==> config.mk <==
export PLATFORM = sky130hd
export DESIGN_NAME = keypad_decoder_flat
export DESIGN_NICKNAME = d
export VERILOG_FILES = /design/src/rtl/calc_pkg.sv /design/src/rtl/keypad_decoder_if.sv /design/src/rtl/keypad_scan.sv /design/src/rtl/keypad_decoder.sv /design/src/flat_wrapper.sv
export SDC_FILE = /design/constraint.sdc
export NUM_CORES = 1
export LEC_CHECK = 0
export CAP_MARGIN = 10
export CORE_AREA = 2 2 120 122
export CTS_CLUSTER_SIZE = 24
export DETAILED_ROUTE_END_ITERATION = 10
export DIE_AREA = 0 0 122 124
export GPL_ROUTABILITY_DRIVEN = 0
export GPL_TIMING_DRIVEN = 0
export PLACE_DENSITY = 0.45
export SLEW_MARGIN = 5
export SYNTH_ARGS = -nofsm -noshare
export SYNTH_HDL_FRONTEND = slang
export SYNTH_HIERARCHICAL = 1
export SYNTH_SLANG_ARGS = --single-unit
==> constraint.sdc <==
create_clock -name clock -period 3.2 [get_ports clock]
set_input_delay 0.64 -clock clock [delete_from_list [all_inputs] [get_ports clock]]
set_output_delay 0.64 -clock clock [all_outputs]
set_load 0.02 [all_outputs]
==> src/rtl/calc_pkg.sv <==
// Shared definitions for the calculator keypad front end.
//   - keypad geometry (NUM_ROWS x NUM_COLS)
//   - key codes, where code = row*NUM_COLS + col
//   - operator codes latched by the operator register
//   - frame classification, debounce state and command-pulse bundle types
//   - decode helpers from a key code to command pulses, digit value and op code
package calc_pkg;

    localparam int NUM_ROWS = 4;
    localparam int NUM_COLS = 5;
    localparam int NUM_KEYS = NUM_ROWS * NUM_COLS;

    typedef logic [4:0] key_code_t;

    // row 0
    localparam key_code_t KEY_1    = 5'd0;
    localparam key_code_t KEY_2    = 5'd1;
    localparam key_code_t KEY_3    = 5'd2;
    localparam key_code_t KEY_ADD  = 5'd3;
    localparam key_code_t KEY_BKSP = 5'd4;
    // row 1
    localparam key_code_t KEY_4    = 5'd5;
    localparam key_code_t KEY_5    = 5'd6;
    localparam key_code_t KEY_6    = 5'd7;
    localparam key_code_t KEY_SUB  = 5'd8;
    localparam key_code_t KEY_CLR  = 5'd9;
    // row 2
    localparam key_code_t KEY_7    = 5'd10;
    localparam key_code_t KEY_8    = 5'd11;
    localparam key_code_t KEY_9    = 5'd12;
    localparam key_code_t KEY_MUL  = 5'd13;
    localparam key_code_t KEY_MS   = 5'd14;
    // row 3
    localparam key_code_t KEY_0    = 5'd15;
    localparam key_code_t KEY_EQ   = 5'd16;
    localparam key_code_t KEY_DIV  = 5'd17;
    localparam key_code_t KEY_MR   = 5'd18;
    localparam key_code_t KEY_MC   = 5'd19;

    localparam logic [1:0] OP_ADD = 2'd0;
    localparam logic [1:0] OP_SUB = 2'd1;
    localparam logic [1:0] OP_MUL = 2'd2;
    localparam logic [1:0] OP_DIV = 2'd3;

    typedef enum logic [1:0] {
        FR_NONE  = 2'd0,
        FR_ONE   = 2'd1,
        FR_MULTI = 2'd2
    } frame_cls_t;

    typedef enum logic [1:0] {
        IDLE      = 2'd0,
        DEB_PRESS = 2'd1,
        EMIT      = 2'd2,
        HOLD      = 2'd3
    } deb_state_t;

    typedef struct packed {
        logic dig;
        logic op;
        logic sub;
        logic ex;
        logic bksp;
        logic clr;
        logic ms;
        logic mr;
        logic mc;
    } cmd_t;

    // '-' raises both sub and op; the control FSM decides between
    // negation and subtraction from its own state.
    function automatic cmd_t key_cmd(key_code_t k);
        cmd_t c;
        c = '0;
        case (k)
            KEY_0, KEY_1, KEY_2, KEY_3, KEY_4,
            KEY_5, KEY_6, KEY_7, KEY_8, KEY_9: c.dig  = 1'b1;
            KEY_ADD, KEY_MUL, KEY_DIV:         c.op   = 1'b1;
            KEY_SUB: begin
                c.op  = 1'b1;
                c.sub = 1'b1;
            end
            KEY_EQ:                            c.ex   = 1'b1;
            KEY_BKSP:                          c.bksp = 1'b1;
            KEY_CLR:                           c.clr  = 1'b1;
            KEY_MS:                            c.ms   = 1'b1;
            KEY_MR:                            c.mr   = 1'b1;
            KEY_MC:                            c.mc   = 1'b1;
            default:                           c      = '0;
        endcase
        return c;
    endfunction

    function automatic logic [3:0] key_digit(key_code_t k);
        logic [3:0] d;
        case (k)
            KEY_1:   d = 4'd1;
            KEY_2:   d = 4'd2;
            KEY_3:   d = 4'd3;
            KEY_4:   d = 4'd4;
            KEY_5:   d = 4'd5;
            KEY_6:   d = 4'd6;
            KEY_7:   d = 4'd7;
            KEY_8:   d = 4'd8;
            KEY_9:   d = 4'd9;
            default: d = 4'd0;
        endcase
        return d;
    endfunction

    function automatic logic [1:0] key_op(key_code_t k);
        logic [1:0] o;
        case (k)
            KEY_SUB: o = OP_SUB;
            KEY_MUL: o = OP_MUL;
            KEY_DIV: o = OP_DIV;
            default: o = OP_ADD;
        endcase
        return o;
    endfunction

endpackage

==> src/rtl/keypad_decoder_if.sv <==
// Keypad pins plus the command bus toward the calculator control FSM.
//   row_n   : keypad rows, active-low (keypad -> decoder)
//   col_n   : one-hot active-low column drive (decoder -> keypad)
//   *_in    : one-cycle command pulses
//   digit   : digit value, valid with dig_in, held afterwards
//   op_code : operator code, valid with op_in, held afterwards
// master = the decoder, slave = keypad/consumer side.
interface keypad_decoder_if;

    logic [3:0] row_n;
    logic [4:0] col_n;
    logic       dig_in;
    logic [3:0] digit;
    logic       op_in;
    logic [1:0] op_code;
    logic       sub_in;
    logic       ex_in;
    logic       bksp_in;
    logic       reset_in;
    logic       MS_in;
    logic       MR_in;
    logic       MC_in;

    modport master (
        input  row_n,
        output col_n, dig_in, digit, op_in, op_code, sub_in, ex_in,
               bksp_in, reset_in, MS_in, MR_in, MC_in
    );

    modport slave (
        output row_n,
        input  col_n, dig_in, digit, op_in, op_code, sub_in, ex_in,
               bksp_in, reset_in, MS_in, MR_in, MC_in
    );

endinterface

==> src/rtl/keypad_scan.sv <==
// Column scanner and frame encoder.
//   clock, reset_n : clock, async active-low reset
//   row_n          : raw keypad rows (asynchronous), synchronised here
//   col_n          : registered one-hot active-low column drive
//   frame_valid    : high on the sample cycle of the last column
//   key_code       : code of the (first) key seen in the frame
//   frame_cls      : NONE / ONE / MULTI for the frame closing this cycle
// Each column is driven for SCAN_DIV cycles; the rows are sampled on the
// last cycle of the dwell so the synchroniser has long settled.
module keypad_scan
    import calc_pkg::*;
#(
    parameter int SCAN_DIV = 1000
) (
    input  logic                clock,
    input  logic                reset_n,
    input  logic [NUM_ROWS-1:0] row_n,
    output logic [NUM_COLS-1:0] col_n,
    output logic                frame_valid,
    output key_code_t           key_code,
    output frame_cls_t          frame_cls
);

    localparam int DW = $clog2(SCAN_DIV);
    localparam int RW = $clog2(NUM_ROWS);

    logic [DW-1:0]       dwell;
    logic [2:0]          col_idx;
    logic [2:0]          col_nxt;
    logic                sample;
    logic                last_col;
    logic [NUM_ROWS-1:0] row_meta;
    logic [NUM_ROWS-1:0] row_sync;

    // Accumulated result of the columns already sampled in this frame.
    logic                acc_any;
    logic                acc_multi;
    key_code_t           acc_code;

    logic [RW:0]         col_cnt;
    logic [RW-1:0]       col_row;
    key_code_t           col_code;
    logic                cur_any;
    logic                cur_multi;
    key_code_t           cur_code;

    assign sample   = (dwell == DW'(SCAN_DIV - 1));
    assign last_col = (col_idx == 3'(NUM_COLS - 1));
    assign col_nxt  = last_col ? 3'd0 : col_idx + 3'd1;

    always_ff @(posedge clock or negedge reset_n) begin
        if (!reset_n) begin
            row_meta <= '1;
            row_sync <= '1;
        end else begin
            row_meta <= row_n;
            row_sync <= row_meta;
        end
    end

    always_ff @(posedge clock or negedge reset_n) begin
        if (!reset_n) begin
            dwell   <= '0;
            col_idx <= '0;
            col_n   <= ~NUM_COLS'(1);
        end else if (sample) begin
            dwell   <= '0;
            col_idx <= col_nxt;
            col_n   <= ~(NUM_COLS'(1) << col_nxt);
        end else begin
            dwell   <= dwell + 1'b1;
        end
    end

    // Merge the current column's rows into the running frame result.
    always_comb begin
        col_cnt = '0;
        col_row = '0;
        for (int r = 0; r < NUM_ROWS; r++) begin
            if (!row_sync[r]) begin
                col_cnt = col_cnt + 1'b1;
                col_row = RW'(r);
            end
        end
        col_code  = key_code_t'(int'(col_row) * NUM_COLS + int'(col_idx));
        cur_any   = acc_any | (col_cnt != '0);
        cur_multi = acc_multi | (col_cnt > (RW+1)'(1)) | (acc_any & (col_cnt != '0));
        cur_code  = acc_any ? acc_code : col_code;
    end

    always_ff @(posedge clock or negedge reset_n) begin
        if (!reset_n) begin
            acc_any   <= 1'b0;
            acc_multi <= 1'b0;
            acc_code  <= '0;
        end else if (sample) begin
            if (last_col) begin
                acc_any   <= 1'b0;
                acc_multi <= 1'b0;
                acc_code  <= '0;
            end else begin
                acc_any   <= cur_any;
                acc_multi <= cur_multi;
                acc_code  <= cur_code;
            end
        end
    end

    assign frame_valid = sample & last_col;
    assign key_code    = cur_code;
    assign frame_cls   = cur_multi ? FR_MULTI : (cur_any ? FR_ONE : FR_NONE);

endmodule

==> src/rtl/keypad_decoder.sv <==
// Calculator keypad decoder: scan, debounce and single-shot command pulses.
//   clock, reset_n : clock, async active-low reset
//   kp (master)    : row_n in; col_n, command pulses, digit, op_code out
// A key must be the only key seen for DEBOUNCE_SCANS consecutive frames to
// fire once; a further press of anything needs DEBOUNCE_SCANS consecutive
// empty frames first. Chords never fire.
module keypad_decoder
    import calc_pkg::*;
#(
    parameter int SCAN_DIV       = 1000,
    parameter int DEBOUNCE_SCANS = 100
) (
    input  logic     clock,
    input  logic     reset_n,
    keypad_decoder_if.master kp
);

    localparam int CW = $clog2(DEBOUNCE_SCANS + 1);

    logic [NUM_COLS-1:0] col_n;
    logic                frame_valid;
    key_code_t           key_code;
    frame_cls_t          frame_cls;

    deb_state_t          state;
    logic [CW-1:0]       cnt;
    key_code_t           cand;
    cmd_t                cmd;
    logic [3:0]          digit_r;
    logic [1:0]          op_r;

    logic                one_frame;
    logic                go;

    keypad_scan #(.SCAN_DIV(SCAN_DIV)) u_scan (
        .clock       (clock),
        .reset_n     (reset_n),
        .row_n       (kp.row_n),
        .col_n       (col_n),
        .frame_valid (frame_valid),
        .key_code    (key_code),
        .frame_cls   (frame_cls)
    );

    assign one_frame = frame_valid & (frame_cls == FR_ONE);

    // Accept on the frame that completes the run. With a single-frame
    // debounce the first ONE frame seen from IDLE already completes it.
    assign go = ((state == IDLE) && (DEBOUNCE_SCANS == 1) && one_frame) ||
                ((state == DEB_PRESS) && one_frame && (key_code == cand) &&
                 (cnt == CW'(DEBOUNCE_SCANS - 1)));

    always_ff @(posedge clock or negedge reset_n) begin
        if (!reset_n) begin
            state   <= IDLE;
            cnt     <= '0;
            cand    <= '0;
            cmd     <= '0;
            digit_r <= '0;
            op_r    <= OP_ADD;
        end else begin
            cmd <= '0;
            if (go) begin
                // Pulses and the latched values become visible in the EMIT cycle.
                cmd   <= key_cmd(key_code);
                cand  <= key_code;
                cnt   <= '0;
                state <= EMIT;
                if (key_cmd(key_code).dig) digit_r <= key_digit(key_code);
                if (key_cmd(key_code).op)  op_r    <= key_op(key_code);
            end else begin
                case (state)
                    IDLE: begin
                        if (one_frame) begin
                            cand  <= key_code;
                            cnt   <= CW'(1);
                            state <= DEB_PRESS;
                        end
                    end
                    DEB_PRESS: begin
                        if (frame_valid) begin
                            if (one_frame && (key_code == cand)) begin
                                cnt <= cnt + 1'b1;
                            end else begin
                                cnt   <= '0;
                                state <= IDLE;
                            end
                        end
                    end
                    EMIT: begin
                        cnt   <= '0;
                        state <= HOLD;
                    end
                    HOLD: begin
                        if (frame_valid) begin
                            if (frame_cls == FR_NONE) begin
                                if (cnt == CW'(DEBOUNCE_SCANS - 1)) begin
                                    cnt   <= '0;
                                    state <= IDLE;
                                end else begin
                                    cnt <= cnt + 1'b1;
                                end
                            end else begin
                                cnt <= '0;
                            end
                        end
                    end
                    default: begin
                        cnt   <= '0;
                        state <= IDLE;
                    end
                endcase
            end
        end
    end

    assign kp.col_n    = col_n;
    assign kp.dig_in   = cmd.dig;
    assign kp.op_in    = cmd.op;
    assign kp.sub_in   = cmd.sub;
    assign kp.ex_in    = cmd.ex;
    assign kp.bksp_in  = cmd.bksp;
    assign kp.reset_in = cmd.clr;
    assign kp.MS_in    = cmd.ms;
    assign kp.MR_in    = cmd.mr;
    assign kp.MC_in    = cmd.mc;
    assign kp.digit    = digit_r;
    assign kp.op_code  = op_r;

endmodule

==> src/flat_wrapper.sv <==
// flat-port wrapper written by rule: the top's interface ports become plain ports
module keypad_decoder_flat import calc_pkg::*;
#(
    parameter int SCAN_DIV       = 1000,
    parameter int DEBOUNCE_SCANS = 100
)
  (clock, reset_n, kp_row_n, kp_col_n, kp_dig_in, kp_digit, kp_op_in, kp_op_code, kp_sub_in, kp_ex_in, kp_bksp_in, kp_reset_in, kp_MS_in, kp_MR_in, kp_MC_in);
  keypad_decoder_if kp_i ();
  input  logic clock;
  input  logic reset_n;
  input wire logic [$bits(kp_i.row_n)-1:0] kp_row_n;
  output wire logic [$bits(kp_i.col_n)-1:0] kp_col_n;
  output wire logic [$bits(kp_i.dig_in)-1:0] kp_dig_in;
  output wire logic [$bits(kp_i.digit)-1:0] kp_digit;
  output wire logic [$bits(kp_i.op_in)-1:0] kp_op_in;
  output wire logic [$bits(kp_i.op_code)-1:0] kp_op_code;
  output wire logic [$bits(kp_i.sub_in)-1:0] kp_sub_in;
  output wire logic [$bits(kp_i.ex_in)-1:0] kp_ex_in;
  output wire logic [$bits(kp_i.bksp_in)-1:0] kp_bksp_in;
  output wire logic [$bits(kp_i.reset_in)-1:0] kp_reset_in;
  output wire logic [$bits(kp_i.MS_in)-1:0] kp_MS_in;
  output wire logic [$bits(kp_i.MR_in)-1:0] kp_MR_in;
  output wire logic [$bits(kp_i.MC_in)-1:0] kp_MC_in;
  assign kp_i.row_n = kp_row_n;
  assign kp_col_n = kp_i.col_n;
  assign kp_dig_in = kp_i.dig_in;
  assign kp_digit = kp_i.digit;
  assign kp_op_in = kp_i.op_in;
  assign kp_op_code = kp_i.op_code;
  assign kp_sub_in = kp_i.sub_in;
  assign kp_ex_in = kp_i.ex_in;
  assign kp_bksp_in = kp_i.bksp_in;
  assign kp_reset_in = kp_i.reset_in;
  assign kp_MS_in = kp_i.MS_in;
  assign kp_MR_in = kp_i.MR_in;
  assign kp_MC_in = kp_i.MC_in;
  keypad_decoder #(.SCAN_DIV(SCAN_DIV), .DEBOUNCE_SCANS(DEBOUNCE_SCANS)) u_core (.clock(clock), .reset_n(reset_n), .kp(kp_i));
endmodule
-- After elaboration in Yosys (flattened, before gate mapping)
Memories as Yosys holds them, arrays and structs flattened. A register that Yosys moved wholly into a read port is not among the register bits.
Cells that the tools add are included.
- word-level logic and storage cells: 137
- memory bits (read-only): 64
- output and inout port bits: 20
- flip-flop bits (word level): 58
- memories kept: 1
- memories (name ; words ; width ; read ports ; clocked after memory_dff ; write ports ; line ; text):
    (no name shown) ; 16 ; 4 ; 1 ; 1 ; 0 ; calc_pkg.sv:96 ; case (k)
- $add $sub $neg: 7
- equal/unequal tests: 33
- shift-type cells: 1
- bitwise operators: 7
- reduce and logical (&&, ||, !) cells: 18
- muxes and demuxes: 47
- $mul: 1
- $lt $le $gt $ge: 1
- operators with widths (cell ; count):
    7-bit two-way mux ; 7
    5-bit by 4-bit == test with 1-bit output (second input constant) ; 8
    7-bit case mux with 4 select lines ; 1
    5-bit two-way mux ; 5
    5-bit by 3-bit == test with 1-bit output (second input constant) ; 4
    5-bit == test (second input constant) ; 4
    2-bit two-way mux ; 10
    1-bit two-way mux ; 16
    3-bit by 1-bit inequality test with 1-bit output (second input constant) ; 5
    3-bit by 1-bit adder with 3-bit output (second input constant) ; 4
    3-bit two-way mux ; 4
    10-bit by 1-bit adder with 10-bit output (second input constant) ; 1
    10-bit == test (second input constant) ; 1
    5-bit by 2-bit == test with 1-bit output (second input constant) ; 2
    10-bit two-way mux ; 1
    10-bit OR reduction ; 1
    9-bit two-way mux ; 1
    2-bit case mux with 4 select lines ; 1
    7-bit by 1-bit adder with 7-bit output (second input constant) ; 1
    7-bit == test (second input constant) ; 1
    2-bit case mux with 3 select lines ; 1
    2-bit AND reduction ; 3
    6-bit AND reduction ; 1
    5-bit by 3-bit adder with 5-bit output ; 1
    20 further kinds ; 31

-- Longest topological paths before layout
- depth in word-level cells: 18
- depth in mapped cells: 15
- mapped depth without buffers: 14

-- Modules after synthesis
Netlist, hierarchy kept.
- modules (own cells, without submodules) (module ; instances ; area an instance (µm²) ; cells each ; seq. area each (µm²)):
    keypad_scan ; 1 ; 1744.2 ; 169 ; 840.8
    keypad_decoder ; 1 ; 1647.8 ; 162 ; 725.7

-- Worst setup path after synthesis
OpenSTA, ideal clock, no wires.
- kind: flip-flop to flip-flop
- from: reg u_core.u_scan.row_sync[2]
- to: reg u_core.digit_r[0], in the netlist u_core/kp.digit[0]
- setup time: 125 ps
- cell stages (with the launch flop): 13
- data arrival time: 3398 ps
- slack: -323 ps
- data required time: 3075 ps
- clock period less this slack: 3523 ps
- cell sequence: dfstp_2 > inv_1 > o21ai_0 > ha_1 > ha_1 > inv_1 > fa_1 > o21ai_0 > xor2_1 > nor4_4 > and3_1 > or3b_4 > mux2_4
- RTL lines (item ; line ; text):
    start: declaration ; keypad_scan.sv:33 ; logic [NUM_ROWS-1:0] row_sync;
    start signal: assignment ; keypad_scan.sv:57 ; row_sync <= row_meta;
    2-bit two-way mux (*) (2 in series) ; keypad_scan.sv:80 ; if (!row_sync[r]) begin
    2-bit by 3-bit multiplier with 5-bit output (*) ; keypad_scan.sv:85 ; col_code = key_code_t'(int'(col_row) * NUM_COLS + int'(col_idx));
    5-bit by 3-bit adder with 5-bit output (*) ; keypad_scan.sv:85 ;
    5-bit two-way mux (*) ; keypad_scan.sv:88 ; cur_code = acc_any ? acc_code : col_code;
    named net u_core.key_code[2] ; keypad_decoder.sv:22 ; key_code_t key_code;
    5-bit by 4-bit == test with 1-bit output (tied with other cells) ; -- ;
    10-bit OR reduction ; -- ;
    1-bit two-way mux ; calc_pkg.sv:75 ; case (k)
    1-bit two-way mux ; keypad_decoder.sv:63 ; if (go) begin
    2-bit AND reduction (no source line) ; -- ;
    end: declaration ; keypad_decoder.sv:29 ; logic [3:0] digit_r;
Mark *: on every way through the listed nets, which the timed path passes. The rest lies on a longest branch. The select of a mux whose other input is x is not followed.
A chain may end at the register's enable or synchronous reset.

-- Worst setup path in the final report
Same ends and word-level chain as after synthesis.

==> results.toml <==
[global_route]
grt_pass1_vias = 2560
grt_max_degree = 63
antenna_found_initial = 0
grt_overflow = 0
grt_pass1_wl_mm = 12.8
grt_use_total_pct = 11.0

[power]
p_switching_mw = 0.455
sw_frac_of_total_pct = 24.5
p_clk_share_pct = 49.0
p_int_mw = 1.40
ir_drop_v = 0.000239
combPwrFrac_pct = 8.0
seq_power_share_pct = 43.1
leakagePower_nw = 1.93
power_mw = 1.85
power.density_nw_per_um2 = 420

[synthesis]
synth_nets = 358
ys_async_sr_fraction_pct = 100
synthCells = 331
synth_edf_count = 0
yosysUniqueCellTypes = 53
ys_seq_area_share_pct = 46.2
syn-cell-area_um2 = 3390
synth_flop_cell = "dfrtp_1"
syn_area_per_cell_um2 = 10.2
ys_warn_count = 6
ys_ff_latch = 62

[sta]
worst_pin_slew_ns = 0.805
hold_viol = 0
setup_ws_ns = -0.159
setup_viol_count_final = 5
fin_skew_ns = 0.00305
relSlewSlack_pct = 46.3
drv_slew = 0
tns_ns = -0.494
period_needed_ns = 3.36
finalCritPeriodShare_pct = 105
whs_ns = 0.353
rsz0062_at_grt = "yes"
max_freq_mhz = 298

[clock_network]
cts_root_buf = "clkbuf_16"
clkTransAtPathRegs_ns = 0.06
htree_levels = 3
clk_latency_ns = 0.33
numClockSinks = 62
cts_buffers = 9
clock_path_buffers = 2
ctsHoldBuffers = 0
tritoncts = "built"

[detailed_routing]
wl_per_cell_um = 13.4
first_pass_iters = 4
drt_iter0_drc = 139
drcViolationCount = 0
dr_total_vias = 2542
ant_nets = 0
viasPerCell = 4.50
wl_mm = 7.56

[placed_design]
hpwlAfterDp_mm = 4.99
dp_slack_ns = -0.434
portBuffers = 25

[finish]
layout_commonest_cell = "dfrtp_1"
final_cell_mix = "dfrtp_1, nand2_1, clkdlybuf4s50_1"
fill_cells = 1445
antenna_cells = 0
drive_gt1_share_pct = 26.0
syn_to_final_growth_pct = 30.1
final_nets = 407

[critical_path]
required_ns = 3.42
arrival_ns = 3.58
cp_slowest_stage_delay_ns = 0.56
crit_family = "simple AND/OR/NAND/NOR gates"
crit_buf_inv = 2
crit_type = "flip-flop to flip-flop"
cp_cell_sequence = "inv_2 > o21ai_2 > ha_2 > ha_4 > inv_2 > fa_2 > xor2_1 > o21ai_2 > xor2_1 > nor3_2 > and3_4 > or3b_4 > mux2_4"
end_kind = "flip-flop"
rrSetupSlack_ns = -0.16
r2r_cells = 13
start_kind = "flip-flop"
crit_slowest_cell = "dfstp_2"
critPathMaxFanout = 4
worst-path-stages = 13

[die]
dieHeight_um = 124
rows = 43
initial_core_util_pct = 24.7
io_pins = 26
die_area_um2 = 15100
coreArea_um2 = 13700
die_w_um = 122

[run_status]
violations = "setup timing"
status = "finished, violations left"

[job]
max_cap_violations = 0

[min_path]
worstHoldPathType = "flip-flop to flip-flop"
min_path_cells = 0
==> final timing paths <==
kind                                      startpoint                        end
max                        u_core/u_scan/row_sync[2]         u_core/kp.digit[0]
max reg2reg                u_core/u_scan/row_sync[2]         u_core/kp.digit[0]
min in group asynchronous                    reset_n         u_core/kp.digit[2]
min reg2reg                u_core/u_scan/row_meta[0]  u_core/u_scan/row_sync[0]
max in group asynchronous                    reset_n     u_core/u_scan/dwell[4]
min                        u_core/u_scan/row_meta[0]  u_core/u_scan/row_sync[0]
==> Yosys cell counts, types with 2 or more instances <==
| cell | count | share of area [%] |
|---|---|---|
| a211oi_1 | 2 | 0.44 |
| a21oi_1 | 14 | 2.1 |
| a22o_1 | 2 | 0.52 |
| a31oi_1 | 4 | 0.74 |
| and2_1 | 6 | 1.1 |
| and3_1 | 2 | 0.37 |
| buf_2 | 3 | 0.44 |
| buf_4 | 2 | 0.44 |
| buf_6 | 2 | 0.66 |
| clkbuf_1 | 5 | 0.55 |
| dfrtp_1 | 50 | 37 |
| dfstp_2 | 12 | 9.3 |
| ha_1 | 20 | 7.4 |
| inv_1 | 14 | 1.5 |
| mux2_2 | 12 | 4.0 |
| mux2_4 | 3 | 1.3 |
| mux2i_1 | 6 | 1.8 |
| nand2_1 | 36 | 4.0 |
| nand2b_1 | 9 | 1.7 |
| nand3_1 | 18 | 2.7 |
| nand4_1 | 4 | 0.74 |
| nor2_1 | 23 | 2.5 |
| nor2b_1 | 5 | 0.92 |
| nor3_1 | 14 | 2.1 |
| nor4_1 | 2 | 0.37 |
| nor4_4 | 2 | 1.3 |
| nor4b_1 | 3 | 0.77 |
| o211a_1 | 2 | 0.59 |
| o21ai_0 | 13 | 1.9 |
| o21ai_1 | 3 | 0.44 |
| o22a_1 | 2 | 0.52 |
| o31ai_1 | 3 | 0.66 |
| or3_2 | 2 | 0.44 |
| xnor2_1 | 6 | 1.5 |
| xor2_1 | 7 | 1.8 |
==> routing by layer <==
metal / global-route usage [%] / share of wire [%]
met1: 14.3 / 49
met3: 2.61 / 2.4
met4: 4.96 / 2.2
met5: 0 / 0
met2: 17.5 / 47
==> sequential cells by signal, summed over array words and instances (netlist names), 2 cells and up <==
| name | flops |
|---|---|
| u_core/state | 2 |
| u_core/cand | 5 |
| u_core/u_scan/col_n | 5 |
| u_core/u_scan/col_idx | 3 |
| u_core/u_scan/row_meta | 4 |
| u_core/cnt | 7 |
| u_core/u_scan/row_sync | 4 |
| u_core/kp.op_code | 2 |
| u_core/u_scan/acc_code | 5 |
| u_core/kp.digit | 4 |
| u_core/u_scan/dwell | 10 |
==> what timing repair did <==
item / in CTS / in global routing
gates resized for setup: 8 / 14
pin swaps: 6 / 0
setup endpoints to repair: 25 / 27
buffers inserted: 10 / 4
==> layout make-up <==
cell class | instances | area [µm²] | area share, %
Buffer | 11 | 71.3 | 1.62
Clock buffer | 10 | 239 | 5.42
Clock inverter | 6 | 37.5 | 0.851
Inverter | 14 | 52.6 | 1.19
Multi-Input combinational cell | 243 | 1860 | 42.2
Sequential cell | 62 | 1570 | 35.5
Tap cell | 180 | 225 | 5.10
Timing Repair Buffer | 39 | 360 | 8.17
==> per-stage QoR <==
| stage | cell area (µm²) | std cells | utilization, % |
|---|---|---|---|
| 2_1_floorplan | 3480 | 331 | - |
| 3_3_place_gp | 3960 | 536 | 28.9 |
| 3_5_place_dp | 3960 | 536 | 28.8 |
| 4_1_cts | 4330 | 562 | 31.6 |
| 5_1_grt | 4410 | 565 | 32.2 |
| 6_report | 4410 | 565 | 32.2 |
==> power groups by stage <==
stage | logic [mW] | clock network (mW) | registers (mW)
2_1_floorplan | 0.0858 | 0 | 0.812
3_3_place_gp | 0.128 | 0 | 0.813
3_5_place_dp | 0.130 | 0 | 0.813
4_1_cts | 0.146 | 0.936 | 0.797
5_1_grt | 0.165 | 0.969 | 0.798
6_report | 0.148 | 0.907 | 0.798
==> cells by family (layout without fill, tap and decap cells) <==
kind of cell	after synthesis	in the layout	share of synthesized area, %
xor gates and xnor gates	14	14	4.06
AOI/OAI and AO/OA	52	52	9.63
adders and majority gates	21	21	7.97
muxes	21	21	7.08
buffers and inverters	26	80	3.65
and+or+nand+nor	135	135	21.4
DFF	62	62	46.2
Power figures use the tool's default switching activity.
